### config.mk
export PLATFORM = sky130hd
export DESIGN_NAME = byte_fetch_sequencer_flat
export DESIGN_NICKNAME = d
export VERILOG_FILES = /design/src/rtl/byte_fetch_sequencer_pkg.sv /design/src/rtl/byte_fetch_sequencer_if.sv /design/src/rtl/byte_fetch_sequencer_req_timeout_counter.sv /design/src/rtl/byte_fetch_sequencer.sv /design/src/flat_wrapper.sv
export SDC_FILE = /design/constraint.sdc
export NUM_CORES = 1
export LEC_CHECK = 0
export ABC_CLOCK_PERIOD_IN_PS = 1700
export CAP_MARGIN = 20
export CORE_MARGIN = 8
export CORE_UTILIZATION = 40
export CTS_CLUSTER_DIAMETER = 150
export DETAILED_ROUTE_END_ITERATION = 7
export GPL_TIMING_DRIVEN = 0
export PLACE_DENSITY = 0.87
export SYNTH_ARGS = -nofsm -noshare
export SYNTH_HDL_FRONTEND = slang
export SYNTH_SLANG_ARGS = --single-unit
### constraint.sdc
create_clock -name Clock -period 1.7 [get_ports Clock]
set_clock_uncertainty 0.15 [all_clocks]
set_input_delay 0.425 -clock Clock [delete_from_list [all_inputs] [get_ports Clock]]
set_output_delay 0.425 -clock Clock [all_outputs]
set_load 0.01 [all_outputs]
### src/rtl/byte_fetch_sequencer_pkg.sv
// byte_fetch_sequencer_pkg: mode, FunSel and state encodings shared by the byte fetch sequencer files
package byte_fetch_sequencer_pkg;
  typedef enum logic [1:0] {
    MODE_WORD = 2'b00,
    MODE_ZEXT = 2'b01,
    MODE_SEXT = 2'b10,
    MODE_HIGH = 2'b11
  } mode_t;
  localparam logic [2:0] FS_DEC    = 3'b000;
  localparam logic [2:0] FS_INC    = 3'b001;
  localparam logic [2:0] FS_LOAD   = 3'b010;
  localparam logic [2:0] FS_CLR    = 3'b011;
  localparam logic [2:0] FS_LO_CLR = 3'b100;
  localparam logic [2:0] FS_LO     = 3'b101;
  localparam logic [2:0] FS_HI     = 3'b110;
  localparam logic [2:0] FS_SEXT   = 3'b111;
  typedef enum logic [2:0] {IDLE, REQ_LO, WR_LO, REQ_HI, WR_HI, FIN, ERR} state_t;
endpackage

### src/rtl/byte_fetch_sequencer_if.sv
// byte_fetch_sequencer_if: 8-bit memory read port
//   Mem_Req/Mem_Addr : request and byte address from the sequencer
//   Mem_Ack/Mem_Data : acknowledge and read byte from memory, valid together
interface byte_fetch_sequencer_if #(parameter int ADDR_W = 16);
  logic              Mem_Req;
  logic [ADDR_W-1:0] Mem_Addr;
  logic              Mem_Ack;
  logic [7:0]        Mem_Data;
  modport master (output Mem_Req, Mem_Addr, input Mem_Ack, Mem_Data);
  modport slave  (input Mem_Req, Mem_Addr, output Mem_Ack, Mem_Data);
endinterface

### src/rtl/byte_fetch_sequencer_req_timeout_counter.sv
// byte_fetch_sequencer_req_timeout_counter: counts unacknowledged request cycles
//   Clock/Reset_n : clock and async active-low reset
//   clear         : hold the count at zero (outside request states)
//   enable        : one more cycle waited without Mem_Ack
//   expired       : current cycle is the last one allowed to wait
module byte_fetch_sequencer_req_timeout_counter #(
  parameter int WAIT_MAX = 15
) (
  input  logic Clock,
  input  logic Reset_n,
  input  logic clear,
  input  logic enable,
  output logic expired
);
  localparam int CW = $clog2(WAIT_MAX + 1);
  logic [CW-1:0] cnt;
  always_ff @(posedge Clock or negedge Reset_n)
    if (!Reset_n) cnt <= '0;
    else if (clear) cnt <= '0;
    else if (enable) cnt <= cnt + CW'(1);
  // after WAIT_MAX-1 silent cycles the current one is the last; no Ack now means abort
  assign expired = cnt == CW'(WAIT_MAX - 1);
endmodule

### src/rtl/byte_fetch_sequencer.sv
// byte_fetch_sequencer: fetches one or two bytes and writes them into a FunSel register
//   Clock/Reset_n      : clock and async active-low reset
//   Start/Addr/Mode    : transaction request, first byte address, load mode
//   Busy/Done/Error    : in progress, success pulse, timeout pulse
//   mem                : memory read port (master side)
//   Reg_FunSel/E/I     : command to the target register, I = {8'h00, byte}
module byte_fetch_sequencer
  import byte_fetch_sequencer_pkg::*;
#(
  parameter int ADDR_W   = 16,
  parameter int WAIT_MAX = 15
) (
  input  logic                    Clock,
  input  logic                    Reset_n,
  input  logic                    Start,
  input  logic [ADDR_W-1:0]       Addr,
  input  logic [1:0]              Mode,
  output logic                    Busy,
  output logic                    Done,
  output logic                    Error,
  byte_fetch_sequencer_if.master  mem,
  output logic [2:0]              Reg_FunSel,
  output logic                    Reg_E,
  output logic [15:0]             Reg_I
);
  state_t            st, nx;
  mode_t             mode_q;
  logic [ADDR_W-1:0] addr_q;
  logic [7:0]        byte_q;
  logic              req, expired;
  assign req = st == REQ_LO || st == REQ_HI;
  byte_fetch_sequencer_req_timeout_counter #(.WAIT_MAX(WAIT_MAX)) u_tmo (
    .Clock   (Clock),
    .Reset_n (Reset_n),
    .clear   (!req),
    .enable  (req && !mem.Mem_Ack),
    .expired (expired)
  );
  always_ff @(posedge Clock or negedge Reset_n)
    if (!Reset_n) begin
      st     <= IDLE;
      mode_q <= MODE_WORD;
      addr_q <= '0;
      byte_q <= '0;
    end else begin
      st <= nx;
      if (st == IDLE && Start) begin
        addr_q <= Addr;
        mode_q <= mode_t'(Mode);
      end
      if (req && mem.Mem_Ack) byte_q <= mem.Mem_Data;
      // the high byte of a word sits at the next address, wrapping at the top
      if (st == WR_LO && mode_q == MODE_WORD) addr_q <= addr_q + ADDR_W'(1);
    end
  always_comb begin
    nx = st;
    case (st)
      IDLE:           if (Start) nx = mode_t'(Mode) == MODE_HIGH ? REQ_HI : REQ_LO;
      REQ_LO, REQ_HI: nx = mem.Mem_Ack ? (st == REQ_LO ? WR_LO : WR_HI) : (expired ? ERR : st);
      WR_LO:          nx = mode_q == MODE_WORD ? REQ_HI : FIN;
      WR_HI:          nx = FIN;
      default:        nx = IDLE;
    endcase
  end
  assign Busy         = st inside {REQ_LO, WR_LO, REQ_HI, WR_HI};
  assign Done         = st == FIN;
  assign Error        = st == ERR;
  assign mem.Mem_Req  = req;
  assign mem.Mem_Addr = addr_q;
  assign Reg_E        = st == WR_LO || st == WR_HI;
  assign Reg_FunSel   = st == WR_LO ? (mode_q == MODE_SEXT ? FS_SEXT : FS_LO_CLR) :
                        st == WR_HI ? FS_HI : FS_CLR;
  assign Reg_I        = {8'h00, byte_q};
endmodule

### src/flat_wrapper.sv
// flat-port wrapper written by rule: the top's interface ports become plain ports
module byte_fetch_sequencer_flat import byte_fetch_sequencer_pkg::*;
#(
  parameter int ADDR_W   = 16,
  parameter int WAIT_MAX = 15
)
  (Clock, Reset_n, Start, Addr, Mode, Busy, Done, Error, Reg_FunSel, Reg_E, Reg_I, mem_Mem_Req, mem_Mem_Addr, mem_Mem_Ack, mem_Mem_Data);
  byte_fetch_sequencer_if #(.ADDR_W(ADDR_W)) mem_i ();
  input  logic Clock;
  input  logic Reset_n;
  input  logic Start;
  input  logic [ADDR_W-1:0] Addr;
  input  logic [1:0] Mode;
  output logic Busy;
  output logic Done;
  output logic Error;
  output logic [2:0] Reg_FunSel;
  output logic Reg_E;
  output logic [15:0] Reg_I;
  output wire logic [$bits(mem_i.Mem_Req)-1:0] mem_Mem_Req;
  output wire logic [$bits(mem_i.Mem_Addr)-1:0] mem_Mem_Addr;
  input wire logic [$bits(mem_i.Mem_Ack)-1:0] mem_Mem_Ack;
  input wire logic [$bits(mem_i.Mem_Data)-1:0] mem_Mem_Data;
  assign mem_Mem_Req = mem_i.Mem_Req;
  assign mem_Mem_Addr = mem_i.Mem_Addr;
  assign mem_i.Mem_Ack = mem_Mem_Ack;
  assign mem_i.Mem_Data = mem_Mem_Data;
  byte_fetch_sequencer #(.ADDR_W(ADDR_W), .WAIT_MAX(WAIT_MAX)) u_core (.Clock(Clock), .Reset_n(Reset_n), .Start(Start), .Addr(Addr), .Mode(Mode), .Busy(Busy), .Done(Done), .Error(Error), .mem(mem_i), .Reg_FunSel(Reg_FunSel), .Reg_E(Reg_E), .Reg_I(Reg_I));
endmodule
Yosys cells after proc, flatten, opt, wreduce, memory -nomap -nowiden. Cells that the tools add are included.

$add $sub $neg: 2. Eq/ne operators: 12. Multiplexer cells: 14. Reductions and logical operators: 13.

Operators with widths (count): $mux W16 (2); $mux W3 (7); $add A16 B1 Y16 const B (1); $pmux W3 S4 (1); $eq A3 B3 Y1 const B (3); $mux W4 (2); $eq A3 B2 Y1 const B (2); $add A4 B1 Y4 const B (1); $eq A2 B2 Y1 const B (2); $eq A4 B4 Y1 const B (1); $logic_and A1 B1 Y1 (4); $mux W2 (2); $ne A2 B2 Y1 const B (2); $reduce_bool A4 Y1 (1); $eq A3 B1 Y1 const B (1); $logic_not A3 Y1 (1); $ne A3 B2 Y1 const B (1); $logic_not A2 Y1 (1); $logic_or A1 B1 Y1 (2); $reduce_and A2 Y1 (1); $reduce_bool A2 Y1 (1); $reduce_or A2 Y1 (1); $logic_not A1 Y1 (1).

Register bits after elaboration: 33. Logic and storage cells: 46.

Logic depth before layout (Yosys ltp). Gate-level depths: netlist of the first run.

Word-level depth: 5. Depth in mapped cells: 7. Gate-level depth less buffers: 6.

Cells and area by module. From an unflattened synthesis of the first run, not the netlist that was laid out.

Cell total of the unflattened synthesis: 195. Area total of the unflattened synthesis: 1841.8 um^2.

By module, submodules not included: byte_fetch_sequencer (times used 1, cells each 175, area each 1621.6 um^2); byte_fetch_sequencer_req_timeout_counter (times used 1, cells each 20, area each 220.2 um^2).

Worst setup path before layout of the first run. No wires, ideal clock.

Path type: reg-to-output. Start: reg u_core.st[2]. End: out Reg_FunSel[0]. Arrival time: 1145 ps. Required time: 1125 ps. Slack: -20 ps. Stages on the path, launching flop included: 5. Buffers on the path: 1. Cells stage by stage: dfrtp_1 > buf_6 > nor3b_2 > o21ai_0 > and2_1.

Longest elaborated chain between the ends: 3. Elaborated cells between the ends (all ways): 4. Those cells by class: eq/ne (2); mux (2).

Ends and longest elaborated chain: start: declaration (line byte_fetch_sequencer.sv:26) `state_t st, nx;`; start signal: assignment (line byte_fetch_sequencer.sv:46) `st <= nx;`; $eq A3 B3 Y1 (line byte_fetch_sequencer.sv:72) `st == WR_HI ? FS_HI : FS_CLR;`; $mux W3 (line byte_fetch_sequencer.sv:72); $mux W3 * (line byte_fetch_sequencer.sv:71) `assign Reg_FunSel = st == WR_LO ? (mode_q == MODE_SEXT ? FS_SEXT : FS_LO_CLR) :`; end: declaration (line flat_wrapper.sv:17) `output logic [2:0] Reg_FunSel;`.

Every way passes the cells marked *; elsewhere a longest branch is shown, timed or not.

Worst setup path after layout of the first run.
Start: reg u_core.st[2]. End: out Reg_FunSel[2].

The elaborated chain is that of the path after synthesis.

==> flow_summary.yaml, run 1 <==
global_routing:
  grt_pass1_vias: 1935
  antenna_found_initial: 0
  grt_pass1_wl_um: 9360
  grt_max_degree: 34
  grt-ovfl-total: 0
  grtUsageTotal_pct: 16.1
die:
  die_h_um: 84.8
  row_count: 25
  io_pins: 70
  start_util_pct: 40.9
  core_um2: 4630
  fp.dieW_um: 84.8
  die-area_um2: 7190
cells_and_area:
  post-route-util_pct: 67.6
  final_net_count: 336
  multi_input_area_um2: 1210
  design_area_um2: 3130
  fillerInstances: 355
  area.sequential_um2: 830
  drive_gt1_share_pct: 39.8
  antenna_cells: 0
  area_growth_pct: 65.5
sta:
  setup_viol: 24
  fin_ws_ns: -0.277
  max_freq_ghz: 0.506
  slew-limit-headroom_pct: 49.7
  maxSlewViolCount: 0
  period_share_pct: 116
  hold_viol_final: 0
  rsz0062_at_grt: "true"
  tightest_slew_ns: 0.755
  fin_crit_ns: 1.98
place:
  dp_hpwl_um: 3860
  io_buffers: 60
  dpl_cell_area_um2: 2580
  routabilityCongestion: 0.875
  preCtsSetupSlack_ns: -0.429
worst_setup_path:
  ff2ff_path_depth: 7
  arrival_ns: 1.40
  reg2reg_setup_slack_ns: -0.24
  crit_slowest_cell: "dfrtp_1"
  cp.required_ns: 1.12
  path_class: "reg -> out"
  slowest_delay_ns: 0.42
  cp-end-kind: "primary output"
  crit_path_cell_trace: "buf_6, xnor2_2, nor2_1, dlygate4sd2_1"
  crit_fanout: 6
  critPathLaunchType: "flop"
logic_synthesis:
  syn_inst: 202
  yosysWarnings: 0
  async_flop_share_pct: 100
  seq_area_frac_synth_pct: 43.7
  synth-seq-cells: 33
  synth_cell_types: 44
  synth_enable_flop_cells: 0
  synth_top_flop_cell: "dfrtp_1"
  syn_avg_cell_area_um2: 9.37
  netlist_area_um2: 1890
cts:
  cts_hold_buf: 0
  path_clk_slew_ns: 0.07
  clk_latency_ns: 0.29
  cts.sinks: 33
  clk_root_buffer_cell: "clkbuf_8"
  htreeDepth: 2
  cts_buffer_depth: 2
  cts_tree: "built"
  numCtsBuffers: 5
pwr:
  comb_power_share_pct: 59.8
  p_per_area_nw_per_um2: 1660
  vdd_ir_drop_max_uv: 883
  switching_power_mw: 2.22
  clkPwrFrac_pct: 11.3
  power.leakage_nw: 1.44
  p_int_mw: 2.98
  sequentialPowerShare_pct: 29.0
  p_sw_share_pct: 42.7
routing:
  drt_iter0_drc: 122
  remaining_drc_errors: 0
  vias: 1976
  final_antenna_net_count: 0
  first_pass_iters: 4
  wl_per_cell_um: 17.8
  vias_per_cell: 5.52
  finalWirelength_um: 6390
run_status:
  violations: "setup timing"
  outcome: "finished with violations"
run:
  cap_violations: 0
min_path:
  hold_path_class: "in -> async"
==> final cells by class <==
class,count,area share [%]
clock buffers,6,2.32
well taps,54,2.16
repair buffers,87,24.5
flip-flops and latches,33,26.5
multi-input cells,155,38.7
clock inverters,2,0.320
plain buffers,16,4.87
inverters,5,0.679
==> path summary, 6_finish.rpt <==
check	from	to
setup / recovery	u_core.st[2]	Reg_FunSel[2]
hold / removal	Reset_n	u_core.mem.Mem_Addr[2]
setup reg to reg	u_core.st[2]	u_core.mem.Mem_Addr[15]
hold reg to reg	u_core.byte_q[6]	u_core.byte_q[6]
max in group asynchronous	Reset_n	u_core.st[0]
min in group Clock	u_core.byte_q[6]	u_core.byte_q[6]
==> Yosys cell counts (3+ instances only) <==
| cell | instances | area [um2] |
|---|---|---|
| buf_6 | 3 | 33.8 |
| o21ai_0 | 8 | 40.0 |
| mux2_2 | 8 | 90.1 |
| and2_1 | 4 | 25.0 |
| nor2b_1 | 4 | 25.0 |
| a211oi_1 | 8 | 60.1 |
| a31oi_1 | 3 | 18.8 |
| buf_4 | 9 | 67.6 |
| ha_1 | 3 | 37.5 |
| inv_1 | 5 | 18.8 |
| nand3_1 | 7 | 35.0 |
| and3_1 | 3 | 18.8 |
| nor2_1 | 24 | 90.1 |
| nor3_1 | 5 | 25.0 |
| nor3_2 | 3 | 30.0 |
| dfrtp_1 | 33 | 826 |
| nand2_1 | 27 | 101 |
| o211ai_1 | 3 | 22.5 |
| a21oi_1 | 5 | 25.0 |
| o22ai_1 | 3 | 18.8 |
==> cells in the final DEF (no fill, tap or decap), drive strengths merged, types with 2 or more instances in the layout <==
cell / n
o21ai: 10
xnor2: 2
and3: 3
and3b: 2
o311ai: 2
o22ai: 3
and4: 3
nor2: 26
and2: 4
nor3b: 2
buf: 49
a21oi: 5
or2: 2
a221o: 2
nand2: 27
nor2b: 4
nand3: 8
clkbuf: 9
a31oi: 3
dlygate4sd2: 24
ha: 3
dfrtp: 33
nor3: 8
mux2: 8
a211oi: 8
o211ai: 3
clkinv: 2
xor2: 2
inv: 5
conb: 8
clkdlybuf4s50: 27
==> power groups by stage <==
| stage | clock, mW | sequential, mW | combinational [mW] |
|---|---|---|---|
| finish | 0.585 | 1.51 | 3.11 |
| global route | 0.631 | 1.54 | 3.36 |
| CTS | 0.587 | 1.45 | 2.74 |
| detailed placement | 0 | 1.52 | 2.39 |
| global placement | 0 | 1.49 | 2.34 |
| floorplan | 0 | 1.58 | 1.17 |
==> state kept, by name, indices dropped and copies added, names as in the netlist <==
signal,count
u_core.byte_q,8
u_core.mem.Mem_Addr,16
u_core.mode_q,2
u_core.st,3
u_core.u_tmo.cnt,4
==> through the flow <==
| step | setup TNS, ns | power [mW] | std cells | hold WS [ns] |
|---|---|---|---|---|
| 5_1_grt | -4.31 | 5.53 | 358 | 0.110 |
| 4_1_cts | -2.40 | 4.78 | 351 | 0.0778 |
| 2_1_floorplan | 0 | 2.75 | 209 | -0.0206 |
| 3_3_place_gp | -26.94 | 3.83 | 323 | 0.337 |
| 3_5_place_dp | -6.29 | 3.91 | 323 | 0.343 |
| 6_report | -3.21 | 5.20 | 358 | 0.0573 |
==> layer usage <==
layer  global-route usage, %  vias to the layer above  wire length (um)
met3                    6.73                       19               524
met1                    17.9                      963              2390
met4                    4.69                        0               176
li1                        -                      904                 -
met5                       0                        -                 0
met2                    27.3                       90              3290
==> kinds of logic after synthesis <==
| group | count (synthesis) | synth area share (%) |
|---|---|---|
| buf+inv | 21 | 7.28 |
| fa+ha+maj | 3 | 1.98 |
| flops | 33 | 43.7 |
| other cells | 1 | 0.198 |
| xor+xnor | 4 | 1.85 |
| mux | 8 | 4.76 |
| compound gates | 39 | 13.7 |
| simple gates | 93 | 26.6 |
==> critical path, delay by kind of cell (launching register included) <==
family	cells	cell delay [ns]
xor gates and xnor gates	1	0.19
and+or+nand+nor	1	0.06
DFF	1	0.42
buffers and inverters	2	0.44
==> repair_timing <==
item,CTS,global route
cloned,2,0
setup buffers,18,10
resized for setup,94,50
pin swaps,21,21
endpoints found under the setup margin,57,28
(Power assumes the default switching activity.)
==> run 2, diff against run 1 <==
--- a/config.mk
+++ b/config.mk
@@ -11,6 +11,7 @@
 export CORE_UTILIZATION = 40
 export CTS_CLUSTER_DIAMETER = 150
 export DETAILED_ROUTE_END_ITERATION = 7
+export GPL_ROUTABILITY_DRIVEN = 0
 export GPL_TIMING_DRIVEN = 0
 export PLACE_DENSITY = 0.87
 export SYNTH_ARGS = -nofsm -noshare
==> results of run 2 <==
The final DEF is identical to that of run 1; final timing and power are the same.
==> run 3, diff against run 2 <==
--- a/config.mk
+++ b/config.mk
@@ -10,6 +10,7 @@
 export CORE_MARGIN = 8
 export CORE_UTILIZATION = 40
 export CTS_CLUSTER_DIAMETER = 150
+export CTS_CLUSTER_SIZE = 16
 export DETAILED_ROUTE_END_ITERATION = 7
 export GPL_ROUTABILITY_DRIVEN = 0
 export GPL_TIMING_DRIVEN = 0
==> results of run 3 <==
The final DEF is identical to that of run 1; final timing and power are the same.
